--- src/rtl/pipeline_hazard_ctrl.sv ---
// rtl/pipeline_hazard_ctrl.sv - forwarding, stall, flush and post-reset sequencing for the 5-stage pipeline
// Optional stall/flush performance counters are built when HAZ_PERF_CNT_EN is defined;
// otherwise stall_cnt and flush_cnt are tied to zero.
module pipeline_hazard_ctrl #(
  parameter int INIT_CYCLES = 4,
  parameter int CNT_W       = 32
) (
  input  logic             clk,
  input  logic             Reset,
  input  logic [4:0]       id_rn,
  input  logic [4:0]       id_rm,
  input  logic [4:0]       ex_rn,
  input  logic [4:0]       ex_rm,
  input  logic [4:0]       ex_rd,
  input  logic             ex_memread,
  input  logic [4:0]       mem_rd,
  input  logic             mem_regwrite,
  input  logic [4:0]       wb_rd,
  input  logic             wb_regwrite,
  input  logic             br_taken,
  input  logic             mem_req,
  input  logic             mem_ready,
  output logic [1:0]       fwd_a,
  output logic [1:0]       fwd_b,
  output logic             pc_write,
  output logic             ifid_write,
  output logic             idex_bubble,
  output logic             pipe_hold,
  output logic             flush_ifid,
  output logic             flush_idex,
  output logic             flush_exmem,
  output logic [1:0]       state,
  output logic [CNT_W-1:0] stall_cnt,
  output logic [CNT_W-1:0] flush_cnt
);

  localparam logic [1:0] ST_INIT = 2'b00;
  localparam logic [1:0] ST_RUN  = 2'b01;
  localparam logic [1:0] ST_WAIT = 2'b10;

  localparam logic [1:0] FWD_RF  = 2'b00;
  localparam logic [1:0] FWD_MEM = 2'b10;
  localparam logic [1:0] FWD_WB  = 2'b01;

  localparam logic [4:0] XZR = 5'd31;

  // Settle counter only needs to reach INIT_CYCLES-1.
  localparam int             ICW       = (INIT_CYCLES > 1) ? $clog2(INIT_CYCLES) : 1;
  localparam logic [ICW-1:0] INIT_LAST = ICW'(INIT_CYCLES - 1);

  logic [1:0]     state_q, state_d;
  logic [ICW-1:0] init_cnt_q, init_cnt_d;

  logic mem_stall;
  logic load_use;

  // Hazard conditions shared by the next-state and output logic.
  always_comb begin
    mem_stall = mem_req & ~mem_ready;
    load_use  = ex_memread & (ex_rd != XZR) & ((ex_rd == id_rn) | (ex_rd == id_rm));
  end

  // State register and settle counter; both clear asynchronously on Reset.
  always_ff @(posedge clk or negedge Reset) begin
    if (!Reset) begin
      state_q    <= ST_INIT;
      init_cnt_q <= '0;
    end else begin
      state_q    <= state_d;
      init_cnt_q <= init_cnt_d;
    end
  end

  // Next-state: count out the settle period, then track outstanding data-memory waits.
  always_comb begin
    state_d    = state_q;
    init_cnt_d = '0;
    case (state_q)
      ST_INIT: begin
        if (init_cnt_q == INIT_LAST) begin
          state_d = ST_RUN;
        end else begin
          init_cnt_d = init_cnt_q + 1'b1;
        end
      end
      ST_RUN: begin
        if (mem_stall) begin
          state_d = ST_WAIT;
        end
      end
      ST_WAIT: begin
        if (mem_ready) begin
          state_d = ST_RUN;
        end
      end
      default: begin
        state_d = ST_INIT;
      end
    endcase
  end

  // Control outputs: Mealy decode of state and current hazards, in RUN priority order.
  always_comb begin
    pc_write    = 1'b0;
    ifid_write  = 1'b0;
    idex_bubble = 1'b0;
    pipe_hold   = 1'b0;
    flush_ifid  = 1'b0;
    flush_idex  = 1'b0;
    flush_exmem = 1'b0;
    case (state_q)
      ST_RUN: begin
        if (mem_stall) begin
          // Memory freeze outranks a branch; the branch re-resolves once MEM advances.
          pipe_hold = 1'b1;
        end else if (br_taken) begin
          pc_write    = 1'b1;
          ifid_write  = 1'b1;
          flush_ifid  = 1'b1;
          flush_idex  = 1'b1;
          flush_exmem = 1'b1;
        end else if (load_use) begin
          idex_bubble = 1'b1;
        end else begin
          pc_write   = 1'b1;
          ifid_write = 1'b1;
        end
      end
      ST_WAIT: begin
        if (mem_ready) begin
          pc_write   = 1'b1;
          ifid_write = 1'b1;
        end else begin
          pipe_hold = 1'b1;
        end
      end
      default: begin
        // INIT (and any unreachable encoding): pipeline idle and fully flushed.
        idex_bubble = 1'b1;
        flush_ifid  = 1'b1;
        flush_idex  = 1'b1;
        flush_exmem = 1'b1;
      end
    endcase
  end

  // Operand forwarding selects; the younger MEM result wins and XZR is never forwarded.
  always_comb begin
    fwd_a = FWD_RF;
    fwd_b = FWD_RF;
    if (state_q != ST_INIT) begin
      if (mem_regwrite && (mem_rd != XZR) && (mem_rd == ex_rn)) begin
        fwd_a = FWD_MEM;
      end else if (wb_regwrite && (wb_rd != XZR) && (wb_rd == ex_rn)) begin
        fwd_a = FWD_WB;
      end
      if (mem_regwrite && (mem_rd != XZR) && (mem_rd == ex_rm)) begin
        fwd_b = FWD_MEM;
      end else if (wb_regwrite && (wb_rd != XZR) && (wb_rd == ex_rm)) begin
        fwd_b = FWD_WB;
      end
    end
  end

  assign state = state_q;

`ifdef HAZ_PERF_CNT_EN
  logic             stall_ev;
  logic             flush_ev;
  logic [CNT_W-1:0] stall_cnt_q, stall_cnt_d;
  logic [CNT_W-1:0] flush_cnt_q, flush_cnt_d;

  // Counter events and saturating increments.
  always_comb begin
    stall_ev = ((state_q == ST_RUN) && (mem_stall || (!br_taken && load_use)))
             || ((state_q == ST_WAIT) && !mem_ready);
    flush_ev = (state_q == ST_RUN) && !mem_stall && br_taken;
    stall_cnt_d = stall_cnt_q;
    flush_cnt_d = flush_cnt_q;
    if (stall_ev && (stall_cnt_q != '1)) begin
      stall_cnt_d = stall_cnt_q + 1'b1;
    end
    if (flush_ev && (flush_cnt_q != '1)) begin
      flush_cnt_d = flush_cnt_q + 1'b1;
    end
  end

  // Counter registers; cleared asynchronously on Reset.
  always_ff @(posedge clk or negedge Reset) begin
    if (!Reset) begin
      stall_cnt_q <= '0;
      flush_cnt_q <= '0;
    end else begin
      stall_cnt_q <= stall_cnt_d;
      flush_cnt_q <= flush_cnt_d;
    end
  end

  assign stall_cnt = stall_cnt_q;
  assign flush_cnt = flush_cnt_q;
`else
  assign stall_cnt = '0;
  assign flush_cnt = '0;
`endif

endmodule
--- config.mk ---
export PLATFORM = sky130hd
export DESIGN_NAME = pipeline_hazard_ctrl
export DESIGN_NICKNAME = d
export VERILOG_FILES = /design/src/rtl/pipeline_hazard_ctrl.sv
export SDC_FILE = /design/constraint.sdc
export NUM_CORES = 1
export LEC_CHECK = 0
export BUFFER_PORTS_ARGS = -buffer_cell sky130_fd_sc_hd__buf_2
export CAP_MARGIN = 15
export CORE_ASPECT_RATIO = 0.6
export CORE_MARGIN = 2
export CORE_UTILIZATION = 37
export DETAILED_ROUTE_END_ITERATION = 8
export MAX_ROUTING_LAYER = met4
export PLACE_DENSITY = 0.81
export SYNTH_ARGS = -nofsm -noshare
export SYNTH_HDL_FRONTEND = slang
export SYNTH_SLANG_ARGS = --single-unit
export TNS_END_PERCENT = 30
--- constraint.sdc ---
create_clock -name clk -period 1.4 [get_ports clk]
set_input_delay 0.07 -clock clk [delete_from_list [all_inputs] [get_ports clk]]
set_output_delay 0.07 -clock clk [all_outputs]
set_load 0.03 [all_outputs]
==> flow_results.org, run 1 <==
** Synth
- Of all flip-flops after synthesis, the portion carrying an async set or reset was 100%.
- The mapped netlist covers 1250 um2.
- Yosys printed 0 warnings.
- The share of synthesized area in the top cell type comes to 40.2%.
- Mean area per synthesized cell :: 7.82 um2
- After technology mapping, the gate count stands at 160.
- Sorting the synthesized cells by how often they occur yields buf_4, xnor2_1, xor2_1.
- Cell accounting for the most synthesized area :: buf_4
- Number of register bits inferred by synthesis :: 4
- Sequential element share of the synthesized area :: under 10%
- Top_reg_cell synth :: dfrtp_1
- Number of enable flip-flop cells after synthesis :: 0
- Library cell with the highest instance count after synthesis :: buf_4
- The netlist uses 30 different library cells.
- In the post-synthesis netlist, the biggest area contributors are buf_4, xnor2_1, dfrtp_1, xor2_1, ha_1.

** Route
- Number of vias in the routed layout :: 1,066
- The count of nets left with antenna violations once routing finished came out at 0.
- For this block, the initial DRC count from the detailed router was 33.
- In the routed layout, each cell is associated on average with a via count of 3.93.
- The final layout contains routed wiring with a total length of 2760 um.
- After detailed routing, the average wire length per cell comes to 10.2 um.
- DRC Markers :: 0
- First drt pass iteration count :: 4

** Finish
- The post-route netlist has between 30% and 40% of its cells at a drive strength greater than 1.
- The repair_antennas step left the layout with diodes totalling 0.
- Relative to the synthesized area, the layout overhead comes to 29.1%.
- Core utilization of the finished layout :: 49.8%
- Count of filler cells inserted in the layout :: 334
- For this run, the post-layout net count is roughly 280.

** CTS
- TritonCTS built the clock tree.
- Clock latency on the worst-skew pair, taken at its later pin, is about 220 ps.
- Counting every sink on the clock net gives 4.
- CTS buffer count :: 3
- CTS placed an instance of clkbuf_8 at the clock tree root.
- CTS built an H-tree with a depth of 1.
- Post-CTS clock slew at the launch and capture registers of the worst setup and hold paths :: 40 ps
- CTS Buffer Depth :: 2

** Pwr
- Summing internal, switching and leakage power gives 2.22 mW.
- Power spread over the standard cell area amounts to approximately 1400 nW/um2.
- Share of total power consumed by net switching :: between 50% and 60%
- Fraction of power consumed by combinational cells :: between 70% and 80%
- VDD sags by at most ~0.92 mV.
- For this design the total switching power over the nets is 1.14 mW.
- Power Internal :: 1.07 mW
- Of the total power, registers draw 8.7%.
- In this run the static leakage power is between 0.8 and 0.9 nW.
- In this run, the clock network consumes 12.0% of the power.

** STA
- Subtracting the final worst setup slack from the clock period gives 1720 ps.
- Setup slack of the critical path after layout :: -320 ps
- Setup repair after global routing could not meet its margin everywhere.
- Period Utilization, post-route :: 123%
- Fmax achieved :: 0.581 GHz
- Endpoints failing hold :: 0
- Final Max Tran Viols :: 0
- Layout Skew :: 2.78 ps
- Final hold analysis gives a worst-case slack of 139 ps.
- After routing, the total negative slack on setup checks comes to -1620 ps.
- Setup violations remaining at the end of the flow were counted as 9.

** Die
- Die boundary width :: a little under 80 um
- In this run the vertical extent of the chip is 49.0 um.
- During I/O placement, the number of pins put on the boundary was 120.
- For this configuration, the core starts out at a cell density of 38.6%.
- Area of the die :: 3880 um2
- The total area inside the core boundary comes to around 3200 um2.
- The initialized floorplan defines 16 standard-cell rows.

** Setup path
- STA classifies the critical path endpoint as an output pin.
- Along the worst path, the maximum fanout reaches 2.
- Maximum single-stage delay on the critical path :: between 300 and 400 ps
- Buffering stage count on the worst path with inverters included :: 2
- The critical path goes through inv_2, ha_4, a311oi_2, nand4_1, nor4b_4, buf_6.
- Arrival time of the worst setup path :: ~1700 ps
- Among cell families on the critical path, the largest total delay comes from simple AND/OR/NAND/NOR gates.
- Source of the worst register-to-register timing path :: state[0]
- Worst Path Class, Setup :: flip-flop to output pin
- Slowest stage cell on the critical path :: dfrtp_2
- Critical path launch point :: state[1]
- The worst setup path is launched from a flip-flop.
- For the worst setup path, the data required time is 1330 ps.

** Global routing
- Maximum number of pins on one net before global-route repair :: 8
- Number of global-route vias before repair :: 959
- Total congestion overflow after global routing :: 0
- Global routing usage summed across all routing layers :: 13.9%
- The number of antenna violations at the first check in global routing was 0.
- The first global-routing pass estimated 4240 um of wire.

** Placement
- Final weighted congestion of routability-driven global placement :: 0.763
- Final HPWL DP :: about 2400 um
- Buffers placed on the I/O ports in this run total 55.

** Min path
- Path class of the lowest-slack min-delay path :: input pin to flip-flop
- The worst hold path begins at mem_ready.

** Run status
- The final reports fail on setup timing.
- Run status :: finished with violations

** Job
- Maxcap violations :: 0
logic make-up after synthesis:
logic type	Yosys count	share of synthesized area, %
simple gates	34	16.1
other cells	1	0.300
buf+inv	73	42.0
compound gates	13	7.00
xor+xnor	30	21.6
fa+ha+maj	5	5.00
flops	4	8.00
state kept, by name, indices dropped and copies added (netlist names):
register and cells:
init_cnt_q 2, state 2
final cells by class:
cell class	count	area [um2]	area share [%]
Sequential cell	4	103	6.35
Tap cell	45	56.3	3.49
Timing Repair Buffer	67	423	26.2
Inverter	5	18.8	1.16
Clock buffer	4	45.0	2.79
Multi-Input combinational cell	146	970	60.0
worst register-to-register path, cell delays in order (launching register included):
cell and delay (ps):
dfrtp_2 400, buf_4 160, ha_4 180, o21ai_2 80
nand3_2 120, o31ai_4 240
per-stage QoR:
stage	setup slack, ps	instance area [um2]	std cells
2_1_floorplan	-250	1570	223
3_3_place_gp	-105	1460	266
3_5_place_dp	-127	1460	266
4_1_cts	-336	1590	271
5_1_grt	-395	1620	271
6_report	-320	1620	271
cells in the final DEF (no fill, tap or decap), types with 2 or more instances in the layout:
cell type and count:
a21oi_1 2, and3_1 3, buf_2 45, buf_4 13
buf_6 8, clkbuf_8 3, conb_1 64, dfrtp_1 2
dfrtp_2 2, ha_1 2, ha_4 3, inv_1 3
inv_2 2, nand2_1 6, nand2b_1 2, nand3_1 7
nand4_1 2, nor2_1 3, nor4b_4 2, o21ai_0 2
xnor2_1 20, xor2_1 9
worst paths after layout:
check                                endpoint  slack [ps]  depth (start not counted)
worst max-delay path                 fwd_b[0]        -320                          6
worst min-delay path                 state[1]         140                          2
worst max register to register       state[0]         120                          5
worst min register to register  init_cnt_q[0]         440                          1
max in group asynchronous            state[1]        1070                          2
min in group asynchronous            state[0]         190                          2
power groups by stage:
stage / clock network (mW) / registers [mW] / logic (mW)
6_report: 0.266 / 0.194 / 1.76
5_1_grt: 0.283 / 0.199 / 1.89
4_1_cts: 0.272 / 0.194 / 1.68
3_5_place_dp: 0 / 0.195 / 1.50
3_3_place_gp: 0 / 0.192 / 1.47
2_1_floorplan: 0 / 0.254 / 1.23
per-layer routing:
layer,GRT usage [%],vias to the layer above,routed length [um]
met2,22.6,52,1330
met5,-,-,0
li1,-,524,-
met4,2.87,0,48
met1,18.0,486,1210
met3,2.96,4,166
what timing repair did:
item | CTS | global route
pin swaps | 5 | 5
endpoints found under the setup margin | 10 | 12
setup buffers | 0 | 0
hold buffers | 1 | 0
gates resized for setup | 20 | 9
hold endpoints to repair | 4 | 0
Note: power is estimated with default switching activity, not from simulation.
==> inputs of run 2 (changes only) <==
==> constraint.sdc (replaced) <==
create_clock -name clk -period 1.4 [get_ports clk]
set_input_delay 0.07 -clock clk [delete_from_list [all_inputs] [get_ports clk]]
set_output_delay 0.07 -clock clk [all_outputs]
set_load 0.1 [all_outputs]
==> run 2 against run 1 <==
  * The flow still finishes with violations (setup timing)
  * Combinational power rose by 99%
  * Setup slack lost 250 ps
  * Sequential cell count is the same
  * Die area is the same
  * Critical path depth is the same
  * Critical path type unchanged
==> flow_results.org, run 2 (same netlist as run 1, synthesis figures left out) <==
** Route
- The via density per instance is 4.10 (+4.3%).
- DR WL/cell :: 12.3 um (+21%)
- DRC Markers :: 0 (unchanged)
- Number of violations reported at the end of detailed-routing iteration 0 :: 45 (+36%)
- The remaining number of nets flagged by the antenna check after routing was 0 (unchanged).
- The final wirelength is 3460 um (+25%).
- The total via count in the routed design is 1,153 (+8.2%).
- The first-pass detailed-route iteration total came to 4 (unchanged).

** Pwr
- Peak ir drop on the vdd network :: 1.15 mV (+25%)
- The power per standard cell area is 2130 nW/um2 (+55%).
- Total leakage power :: 0.945 nW (+12%)

** Finish
- The count of fill cells added during filler insertion was 279 (-16%).
- The number of nets in the layout came to 285 (+3.6%).
- Final std cell area, no fill :: 1870 um2 (+16%)
- Leaving out fill and tap cells, the most frequent cell in the layout is conb_1.
- The count of placed standard cells in the final layout, fillers left out came to 281 (+3.7%).
- The number of diodes added for antenna fixing came to 0 (unchanged).
- Synth-to-layout area growth :: 49.7%
- Leaving out fill and tap cells, the most frequent cells in the layout are conb_1, buf_2, xnor2_1.
- The fraction of layout cells with a size suffix above 1 was 43.2% (+3.4 points).

** Setup path
- The number of cells traversed by the worst register-to-register path is 9 (+4).
- Critical path startpoint category :: flip-flop
- Maximum single-stage delay on the critical path :: 420 ps (+60 ps)
- Capturing element type of the critical path :: output pin
- Traced cell by cell, the critical path runs through inv_4, ha_4, a311oi_4, nand4_1, nor4b_4, buf_12.
- The critical path is of the flip-flop to output pin type.
- On the critical path, the stage with the largest delay is an instance of dfrtp_4.
- Worst endpoint required time :: 1330 ps (about the same)
- Arrival time of the worst setup path :: 1900 ps (+250 ps)
- Max Fanout on Critical Path :: 2 (unchanged)

** Placement
- The instance count after placement with tap cells included came to 270 (+1.5%).
- The sum of net half-perimeters after detailed placement came to 2640 um (+12%).
- Final weighted congestion of routability-driven global placement :: 0.938 (+23%)
- The number of buffer cells added on primary ports was 55 (unchanged).
- The total placed instance area came to 1680 um2 (+15%).

** Global routing
- Total congestion overflow after global routing :: 0 (unchanged)
- The number of antenna violations at the first check in global routing was 0 (unchanged).
- Maximum number of pins on one net before global-route repair :: 7 (-1)
- The via count of the first global-routing pass is 1,043 (+8.8%).
- Global routing usage summed across all routing layers :: 18.1% (+4.2 points)
- The global-route wire length before repair was 5150 um (+21%).

** CTS
- The H-tree depth was 1 (unchanged).
- CTS tree :: done
- Post-CTS clock slew at the launch and capture registers of the worst setup and hold paths :: 40 ps (about the same)
- The insertion delay of the later-clocked pin in the worst-skew pair is 230 ps (about the same).
- The buffer depth of the longest clock path came to 2 (unchanged).
- The tree is rooted in a clkbuf_8.
- The clock buffer count from CTS was 3 (unchanged).
- The number of clock sinks was 4 (unchanged).

** STA
- Period Utilization, post-route :: 141% (+18 points)
- Endpoints failing hold :: 0 (unchanged)
- Setup repair after global routing could not meet its margin everywhere.
- Layout Skew :: 7.62 ps (+4.84 ps)
- The maximum clock frequency came to 0.506 GHz (-13%).
- The final setup slack of the worst path is -575 ps (-255 ps).
- Setup violation total in the final timing report :: 13 (+4)
- Final Max Tran Viols :: 0 (unchanged)
- The shortest period the worst path allows is 1970 ps (+255 ps).

** Die
- Die height :: 49.0 um (unchanged)
- Initial core utilization :: 38.6% (unchanged)
- The floorplan row count came to 16 (unchanged).
- The die area is 3880 um2 (unchanged).
- The floorplan die width is 79.1 um (unchanged).
- Standard cell core area :: 3240 um2 (unchanged)
- The I/O pin total is 120 (unchanged).

** Job
- The reported max-cap violation count was 0 (unchanged).

** Min path
- Path class of the lowest-slack min-delay path :: input pin to asynchronous set/reset pin

** Run status
- The final reports fail on setup timing.
- The run finished, with violations left.
run 2: changes by cell type in the layout (fill, tap and decap cells not counted), moves of 2 or more:
cell / previous run / this run
buf_4: 13 / 18
nor2_4: 0 / 2
inv_4: 0 / 2
dfrtp_2: 2 / 0
inv_2: 2 / 0
dfrtp_4: 0 / 2
buf_6: 8 / 4
buf_12: 0 / 11
buf_2: 45 / 43
run 2: report_power, final:
group	switching (mW)	total, mW	internal (mW)
logic	2.40	3.50	1.10
registers	0.0342	0.212	0.178
clock network	0.0803	0.276	0.196
run 2: final timing paths:
kind | from | end | slack (ps)
max | state[0] | fwd_b[0] | -570
min | Reset | state[0] | 180
max reg2reg | state[0] | state[1] | -290
min reg2reg | init_cnt_q[0] | init_cnt_q[0] | 440
max in group asynchronous | Reset | state[1] | 1080
min in group clk | mem_ready | state[1] | 180
run 2: through the flow:
stage                     utilization, %  power, mW  hold slack (ps)  setup slack (ps)  TNS [ps]
after floorplan                        -       2.83             -226              -997     -7890
after global placement              51.7       3.33             -115              -203     -1010
after detailed placement            51.7       3.35             -113              -274     -1240
after CTS                           56.9       3.88              137              -511     -4020
after global routing                57.8       4.12              203              -648     -6040
final                               57.8       3.99              178              -575     -5350
run 2: cell type report:
| type | count | area, um2 | area share, % |
|---|---|---|---|
| multi-input combinational | 146 | 1010 | 54.2 |
| timing repair buffer | 77 | 626 | 33.4 |
| sequential | 4 | 108 | 5.74 |
| tap | 45 | 56.3 | 3.01 |
| clock buffer | 4 | 45.0 | 2.40 |
| inverter | 5 | 23.8 | 1.27 |
run 2: worst max-delay path: cells and delay by family (launching register included):
family,cells,cell delay [ps]
AND/OR/NAND/NOR,2,560
flip-flops,1,420
adder cells (fa/ha/maj),1,160
buffers and inverters,2,260
AO/OA/AOI/OAI,1,270
run 2: repair_timing:
action / in CTS / in global routing
gates resized for setup: 17 / 4
endpoints found under the hold margin: 4 / 0
endpoints found under the setup margin: 13 / 13
setup buffers: 5 / 1
pin swaps: 7 / 6
hold buffers: 1 / 0
run 2: layer usage:
metal  up-vias  track usage, %  wire (um)
met1       538            21.0       1390
li1        544               -          -
met4         0            5.46         91
met2        61            29.2       1610
met3        10            6.85        366
met5         -               -          0
